`config.mk`:
```
export PLATFORM = sky130hd
export DESIGN_NAME = ebus_arbiter
export DESIGN_NICKNAME = d
export VERILOG_FILES = /design/src/rtl/ebus_arbiter.sv
export SDC_FILE = /design/constraint.sdc
export NUM_CORES = 1
export LEC_CHECK = 0
export CORE_MARGIN = 5
export CORE_UTILIZATION = 44
export DETAILED_ROUTE_END_ITERATION = 8
export PLACE_DENSITY = 0.85
export SETUP_SLACK_MARGIN = 0.5
export SLEW_MARGIN = 40
export SYNTH_ARGS = -nofsm -noshare
export SYNTH_HDL_FRONTEND = slang
export SYNTH_SLANG_ARGS = --single-unit
```
`constraint.sdc`:
```
create_clock -name clk -period 2.3 [get_ports clk]
set_input_delay 0.46 -clock clk [delete_from_list [all_inputs] [get_ports clk]]
set_output_delay 0.46 -clock clk [all_outputs]
set_load 0.03 [all_outputs]
```
`src/rtl/ebus_arbiter.sv`:
```
//
// ebus_arbiter
// ------------
// Time-shares the single multiplexed EBUS data path among NREQ requesters
// (EBOX CTL, PI, DTE20, RH20 channels). Ownership is granted round-robin,
// one requester at a time. Each tenure runs IDLE -> SETUP -> XFER -> TURN:
// a settling cycle before the owner drives and a turnaround cycle after.
// grant/drive are one-hot and select EBUS.data in the top-level mux, so at
// most one driver is ever enabled.
//
// Optional feature macro: EBUS_TIMEOUT_EN
//   defined   : an 8-bit XFER timer forces a revoke after TIMEOUT cycles,
//               pulsing tmo and latching the revoked owner in tmoIdx.
//   undefined : no timer; XFER lasts until done/req drop; tmo=0, tmoIdx=0.
//
// Parameters
//   NREQ     number of requesters, 2..8
//   TIMEOUT  XFER cycles before forced revoke (EBUS_TIMEOUT_EN only), 1..255
//
// Ports
//   clk        in   1      system clock, all state on rising edge
//   CROBAR_N   in   1      asynchronous active-low reset
//   req        in   NREQ   level request, held high for the whole tenure
//   done       in   NREQ   1-cycle completion pulse from the owner
//   grant      out  NREQ   one-hot, owner may set up address/function lines
//   drive      out  NREQ   one-hot, owner's EBUS driver enable
//   busy       out  1      a grant is active (SETUP or XFER)
//   tmo        out  1      1-cycle pulse on forced revoke
//   tmoIdx     out  3      index of the last revoked owner
//
`timescale 1ns/1ps

module ebus_arbiter #(
    parameter int NREQ    = 4,
    parameter int TIMEOUT = 31
) (
    input  logic            clk,
    input  logic            CROBAR_N,
    input  logic [NREQ-1:0] req,
    input  logic [NREQ-1:0] done,
    output logic [NREQ-1:0] grant,
    output logic [NREQ-1:0] drive,
    output logic            busy,
    output logic            tmo,
    output logic [2:0]      tmoIdx
);

    localparam int            IW     = $clog2(NREQ);
    localparam logic [IW-1:0] LAST   = IW'(NREQ - 1);
    localparam bit            CFG_OK = (NREQ >= 2) && (NREQ <= 8) &&
                                       (TIMEOUT >= 1) && (TIMEOUT <= 255);

    typedef enum logic [1:0] {
        S_IDLE,
        S_SETUP,
        S_XFER,
        S_TURN
    } state_t;

    state_t        state;
    logic [IW-1:0] ptr;
    logic [IW-1:0] owner;

`ifdef EBUS_TIMEOUT_EN
    localparam logic [7:0] TMO_LIMIT = 8'(TIMEOUT);
    logic [7:0] timer;
`endif

    // Round-robin pick: rotate req so bit 0 is the requester at ptr, take
    // the lowest set bit, then add ptr back (mod NREQ).
    logic [2*NREQ-1:0] req_twice;
    logic [2*NREQ-1:0] req_shift;
    logic [NREQ-1:0]   req_rot;
    logic              win_found;
    logic [IW-1:0]     win_off;
    logic [IW:0]       win_sum;
    logic [IW-1:0]     win_idx;
    logic [IW-1:0]     ptr_next;

    // NOTE: every always_comb output gets a default first, so no path leaves
    // a variable unassigned and no latch is inferred.
    always_comb begin
        req_twice = {req, req};
        req_shift = req_twice >> ptr;
        req_rot   = req_shift[NREQ-1:0];
        win_found = 1'b0;
        win_off   = '0;
        for (int j = 0; j < NREQ; j++) begin
            if (!win_found && req_rot[j]) begin
                win_found = 1'b1;
                win_off   = IW'(j);
            end
        end
        win_sum = {1'b0, ptr} + {1'b0, win_off};
        if (win_sum >= (IW+1)'(NREQ)) begin
            win_idx = IW'(win_sum - (IW+1)'(NREQ));
        end else begin
            win_idx = IW'(win_sum);
        end
        ptr_next = (win_idx == LAST) ? '0 : win_idx + 1'b1;
    end

    // Single FSM; every output is a register so nothing from req/done
    // reaches grant/drive combinationally.
    // NOTE: sequential state uses non-blocking assignments only, so every
    // register samples the pre-edge values of the others.
    always_ff @(posedge clk or negedge CROBAR_N) begin
        // NOTE: only control state is reset; there is no storage array here
        // that would need a reset-free memory style.
        if (!CROBAR_N) begin
            state  <= S_IDLE;
            ptr    <= '0;
            owner  <= '0;
            grant  <= '0;
            drive  <= '0;
            busy   <= 1'b0;
`ifdef EBUS_TIMEOUT_EN
            tmo    <= 1'b0;
            tmoIdx <= '0;
            timer  <= '0;
`endif
        end else begin
`ifdef EBUS_TIMEOUT_EN
            tmo <= 1'b0;
`endif
            case (state)
                S_IDLE: begin
                    if (|req) begin
                        state <= S_SETUP;
                        owner <= win_idx;
                        ptr   <= ptr_next;
                        grant <= NREQ'(1) << win_idx;
                        busy  <= 1'b1;
                    end
                end

                S_SETUP: begin
                    if (req[owner]) begin
                        state <= S_XFER;
                        drive <= grant;
`ifdef EBUS_TIMEOUT_EN
                        timer <= '0;
`endif
                    end else begin
                        // Owner abandoned before driving: straight to turnaround.
                        state <= S_TURN;
                        grant <= '0;
                        busy  <= 1'b0;
                    end
                end

                S_XFER: begin
                    // done wins over a coincident timeout.
                    if (done[owner] || !req[owner]) begin
                        state <= S_TURN;
                        grant <= '0;
                        drive <= '0;
                        busy  <= 1'b0;
                    end
`ifdef EBUS_TIMEOUT_EN
                    else if (timer == TMO_LIMIT) begin
                        state  <= S_TURN;
                        grant  <= '0;
                        drive  <= '0;
                        busy   <= 1'b0;
                        tmo    <= 1'b1;
                        tmoIdx <= 3'(owner);
                    end else begin
                        timer <= timer + 8'd1;
                    end
`endif
                end

                S_TURN: begin
                    state <= S_IDLE;
                end

                default: begin
                    state <= S_IDLE;
                end
            endcase
        end
    end

`ifndef EBUS_TIMEOUT_EN
    assign tmo    = 1'b0;
    assign tmoIdx = 3'd0;
`endif

    // Bus-safety invariants; CFG_OK also flags an out-of-range build.
    assert property (@(posedge clk) disable iff (!CROBAR_N)
        CFG_OK && $onehot0(grant) && $onehot0(drive) &&
        ((drive & ~grant) == '0) && (busy == (|grant)));

endmodule
```
==> Yosys cells after proc, flatten, opt, wreduce, memory -nomap -nowiden <==
Cells that the tools add are included.
{ "totals": {"output_inout_bits": 13, "ff_bits": 15, "wordCells": 63, "inputBits": 10} }
{ "classes": {"eq_ne": 8, "muxes": 26, "shift": 2, "reduce_logical": 16, "n_lt_le_gt_ge": 2, "addsub": 3} }
{ "ops": {"columns": ["op", "count"], "rows": [
  ["$mux W4", 4],
  ["$mux W2", 6],
  ["$pmux W4 S3", 1],
  ["$mux W1", 10],
  ["$ne A2 B2 Y1 const B", 4],
  ["$pmux W2 S4", 1],
  ["$pmux W4 S2", 1],
  ["$shr A8 B2 Y4", 1],
  ["$eq A2 B2 Y1 const B", 3],
  ["$bmux W1 S2", 2],
  ["$logic_not A1 Y1", 4],
  ["$reduce_and A2 Y1", 2],
  ["$reduce_and A4 Y1", 1],
  ["$reduce_or A4 Y1", 1],
  ["$shl A1 B2 Y4 const A", 1],
  ["$add A2 B2 Y3", 1],
  ["$ge A3 B3 Y1 const B", 1],
  ["$logic_and A1 B1 Y1", 3],
  ["$lt A2 B3 Y1 const B", 1],
  ["$pmux W1 S3", 1],
  ["$reduce_and A3 Y1", 1],
  ["$reduce_bool A3 Y1", 1],
  ["$add A2 B1 Y2 const B", 1],
  ["$eq A2 B1 Y1 const B", 1],
  ["4 further kinds", 4]
]} }

==> Logic depth before layout (Yosys ltp) <==
{ "depth": {"depth_word": 17, "depth_mapped": 12, "ltp_nobuf": 11} }

==> Worst setup path after synthesis <==
Ideal clock, no wire load.
{ "synth_path": {"path_type": "register to register", "from": "register ptr[1]", "to": "register ptr[1]", "n_path_buf": 1, "period_less_slack_ns": 2.327, "slack_ns": -0.027, "path_stages_with_launch": 10, "arrival_time_ns": 2.202, "path_cell_list": "dfrtp_1 clkbuf_1 o21ai_0 a21oi_1 o31a_1 ha_1 xor2_1 xnor2_1 ha_1 mux2_2"} }
{ "synth_between": {"elab_chain_len": 16, "word_cells_on_any_way": 20, "cone_classes": "add/sub (3); order compare (1); eq/ne (1); shift (1); mux (8); reduce/logical (6)"} }
{ "synth_lines": {"columns": ["element", "line_no", "rtl"], "rows": [
  ["from (decl)", "61", "logic [IW-1:0] ptr;"],
  ["from (signal assigned)", "131", "ptr <= ptr_next;"],
  ["$shr A8 B2 Y4", "84", "req_shift = req_twice >> ptr;"],
  ["$mux W1", "89", "if (!win_found && req_rot[j]) begin"],
  ["$logic_not A1 Y1", "89", null],
  ["$logic_and A1 B1 Y1", "89", null],
  ["$mux W1", "89", null],
  ["$logic_not A1 Y1", "89", null],
  ["$logic_and A1 B1 Y1", "89", null],
  ["$mux W1", "89", null],
  ["$logic_not A1 Y1", "89", null],
  ["$logic_and A1 B1 Y1", "89", null],
  ["$mux W2", "89", null],
  ["$add A2 B2 Y3 (*)", "94", "win_sum = {1'b0, ptr} + {1'b0, win_off};"],
  ["$ge A3 B3 Y1 or $sub A2 B1 Y2 (tied branches)", "95, 96", null],
  ["$mux W2 (*)", "95", "if (win_sum >= (IW+1)'(NREQ)) begin"],
  ["$add A2 B1 Y2 or $eq A2 B2 Y1 (tied branches)", "100", "ptr_next = (win_idx == LAST) ? '0 : win_idx + 1'b1;"],
  ["$mux W2 (*)", "100", null],
  ["via ptr_next[1]", "78", "logic [IW-1:0] ptr_next;"]
]} }
The timed path passes the listed nets; every way through them passes the cells marked *.
A chain may end at the register's enable or synchronous reset.

==> Final worst setup path <==
Same ends and word-level chain as after synthesis.

==> impl_metrics.py <==
metrics = {
    "synth": {
        "synth_top_family_by_area": "compound AO/OA/AOI/OAI gates",
        "synth_cells": 106,
        "ys_warn_count": 0,
        "synth_fa_ha_area_frac": 0.08761,
        "post_synth_mux_area_share": 0.06758,
        "synth_seq_cells": 15,
        "ys_seq_area_frac": 0.3755,
        "synth_xor_xnor_area_share": 0.01752,
        "synth.distinct_cells": 35,
        "synthSimpleGateAreaFrac": 0.1652,
        "synth_compound_area_frac": 0.1965,
        "syn_avg_cell_area_um2": 9.431,
        "synth_area_um2": 999.7,
    },
    "drt": {
        "num_vias": 915,
        "dr.pass1.iters": 4,
        "wl_um": 2546,
        "postRouteAntennaNets": 0,
        "first_iter_violations": 19,
        "drc": 0,
        "wl_per_cell_um": 14.63,
        "vias_per_cell": 5.259,
    },
    "layout": {
        "final_common_cell": "buf_4",
        "fin_util": 0.6573,
        "diodes": 0,
        "layout.cells.non_filler": 174,
        "area_growth_pct": 44.05,
        "fin_nets": 164,
        "drive_above_1_share": 0.3767,
        "layout_common_cells": "buf_4, dfrtp_1, nand2_1",
    },
    "sta": {
        "fmax_ghz": 0.4982,
        "drv_slew": 0,
        "maxSlewHeadroom": 0.5361,
        "max_slew.worst_pin.slew_ns": 0.6937,
        "fin_ws_ns": 0.2928,
        "fin_hold_ws_ns": 0.4868,
        "timing.final.crit_share": 0.8727,
        "setup_violations": 0,
        "rsz0062_at_grt": "true",
        "skew_ns": 0.008939,
        "hold_violations": 0,
        "post-route-min-period_ns": 2.007,
    },
    "power": {
        "power_density_nw_per_um2": 1486,
        "p_leak_uw": 0.0006898,
        "ir_worst_vdd_mv": 0.7967,
        "power.total_uw": 2140,
    },
    "global_routing": {
        "grt_usage": 0.1573,
        "antenna_found_initial": 0,
        "overflow": 0,
        "grt_pass1_vias": 934,
        "grt_max_degree": 16,
        "grt_pass1_wl_um": 4022,
    },
    "floorplan": {
        "die_width_um": 57.67,
        "coreArea_um2": 2191,
        "rows": 17,
        "die-area_um2": 3325,
        "die_h_um": 57.67,
        "initial_utilization": 0.4563,
        "ios": 23,
    },
    "clock_tree": {
        "cts_root_buffer": "clkbuf_4",
        "numClockSinks": 15,
        "cts.clk_slew.worst_paths_ns": 0.10,
        "cts.path.max_buffers": 2,
        "clk_latency_ns": 0.29,
        "cts_hold_buf": 0,
        "cts_tree": "built",
        "cts_buffers": 3,
        "cts_max_level": 1,
    },
    "setup_path": {
        "worst-endpoint-arrival_ns": 2.18,
        "crit_fanout": 5,
        "crit_required_ns": 2.48,
        "r2r-start": "ptr[1]$_DFFE_PN0P_",
        "critPathCaptureType": "flop",
        "reg2regPathDepth": 8,
        "rr_endpoint": "ptr[1]$_DFFE_PN0P_",
        "r2r_slack_ns": 0.29,
        "path_class": "flop to flop",
        "crit_path_start_kind": "flop",
    },
    "placed_design": {
        "place.detailed.hpwl_um": 1786,
        "portBuffers": 18,
        "dp_cells": 161,
        "place.gp.congestion": 0.8199,
        "dpl_worst_slack_ns": -0.4041,
    },
    "flow_run": {
        "drv_cap": 0,
    },
    "min_path": {
        "min-delay-path-class": "flop to flop",
        "holdPathStages": 2,
        "hp-start": "busy$_DFFE_PN0P_",
        "min_to": "busy$_DFFE_PN0P_",
    },
    "status": {
        "status": "completed",
    },
}
[synthesized netlist by cell type]
cell type,number,share of area
clkbuf_1,1,0.0038
xnor2_1,1,0.0088
and3b_1,1,0.0088
dfrtp_1,15,0.38
mux4_2,1,0.023
o311a_1,1,0.010
o221ai_1,1,0.0088
o22ai_1,1,0.0063
a221o_1,1,0.010
buf_4,4,0.030
a2111oi_0,1,0.0088
nand2_1,13,0.049
o21ai_0,13,0.065
nor2b_1,1,0.0063
a22oi_1,1,0.0075
buf_6,1,0.011
nor4_1,1,0.0063
nor2_1,3,0.011
inv_1,11,0.041
o31ai_1,1,0.0075
a211oi_1,1,0.0075
conb_1,1,0.0038
mux2_2,4,0.045
ha_1,7,0.088
a21oi_1,2,0.010
a2bb2oi_1,1,0.0088
o31a_1,1,0.0088
xor2_1,1,0.0088
o21ai_2,2,0.018
nand3b_1,6,0.045
or3_4,1,0.011
a211oi_2,1,0.013
o211ai_1,1,0.0075
nor3b_1,2,0.015
nand2b_1,2,0.013
[flip-flops by register name, summed over array words and instances (netlist names)]
| register | count |
|---|---|
| state | 2 |
| owner | 2 |
| drive | 4 |
| ptr | 2 |
| busy | 1 |
| grant | 4 |
[timing repair]
item	in CTS	in global routing
buffers inserted	6	3
pin swaps	10	9
setup endpoints to repair	19	15
gates resized for setup	30	20
[logic make-up after synthesis]
| family | count (synthesis) |
|---|---|
| and+or+nand+nor | 30 |
| AOI/OAI and AO/OA | 29 |
| buffers and inverters | 17 |
| DFF | 15 |
| adders and majority gates | 7 |
| muxes | 5 |
| xor gates and xnor gates | 2 |
| other | 1 |
[power by group]
group	leakage [uW]	internal, uW	switching (uW)
registers	0.000191	380	104
logic	0.000484	721	776
clock network	0.0000150	67.5	91.1
[how the worst max path moves through the flow]
| stage | end | from | depth (start not counted) | slack, ns |
|---|---|---|---|---|
| 2_1_floorplan | ptr[1]$_DFFE_PN0P_ | req[3] | 9 | 0.18 |
| 3_3_place_gp | ptr[1]$_DFFE_PN0P_ | req[0] | 10 | -0.32 |
| 3_5_place_dp | ptr[1]$_DFFE_PN0P_ | req[3] | 10 | -0.40 |
| 4_1_cts | ptr[1]$_DFFE_PN0P_ | ptr[1]$_DFFE_PN0P_ | 9 | 0.26 |
| 5_1_grt | ptr[1]$_DFFE_PN0P_ | ptr[1]$_DFFE_PN0P_ | 9 | 0.20 |
| 6_report | ptr[1]$_DFFE_PN0P_ | ptr[1]$_DFFE_PN0P_ | 8 | 0.29 |
[metrics by stage]
step / TNS [ns] / area (um^2)
after floorplan: 0 / 1051
after global placement: -1.793 / 1297
after detailed placement: -2.976 / 1297
after CTS: 0 / 1368
after global routing: 0 / 1440
final: 0 / 1440
[final cells by class]
| type | instances | area (um^2) |
|---|---|---|
| clock buffer | 4 | 26.28 |
| fill | 182 | 750.7 |
| inverter | 11 | 41.29 |
| multi-input combinational | 77 | 619.3 |
| sequential | 15 | 376.6 |
| tap | 28 | 35.03 |
| timing repair buffer | 39 | 341.6 |
[metal layers]
layer	GRT usage	part of all wire
met1	0.1581	0.39
met2	0.3032	0.52
met3	0.04454	0.068
met4	0.05629	0.016
met5	0	0
[worst max-delay path, stage by stage, from the launching register on]
cell	delay, ns
dfrtp_2	0.45
o21ai_1	0.14
a21oi_1	0.08
o31a_1	0.24
ha_2	0.18
xor2_2	0.16
xnor2_2	0.14
ha_1	0.27
mux2_2	0.25
Power figures use the tool's default switching activity.
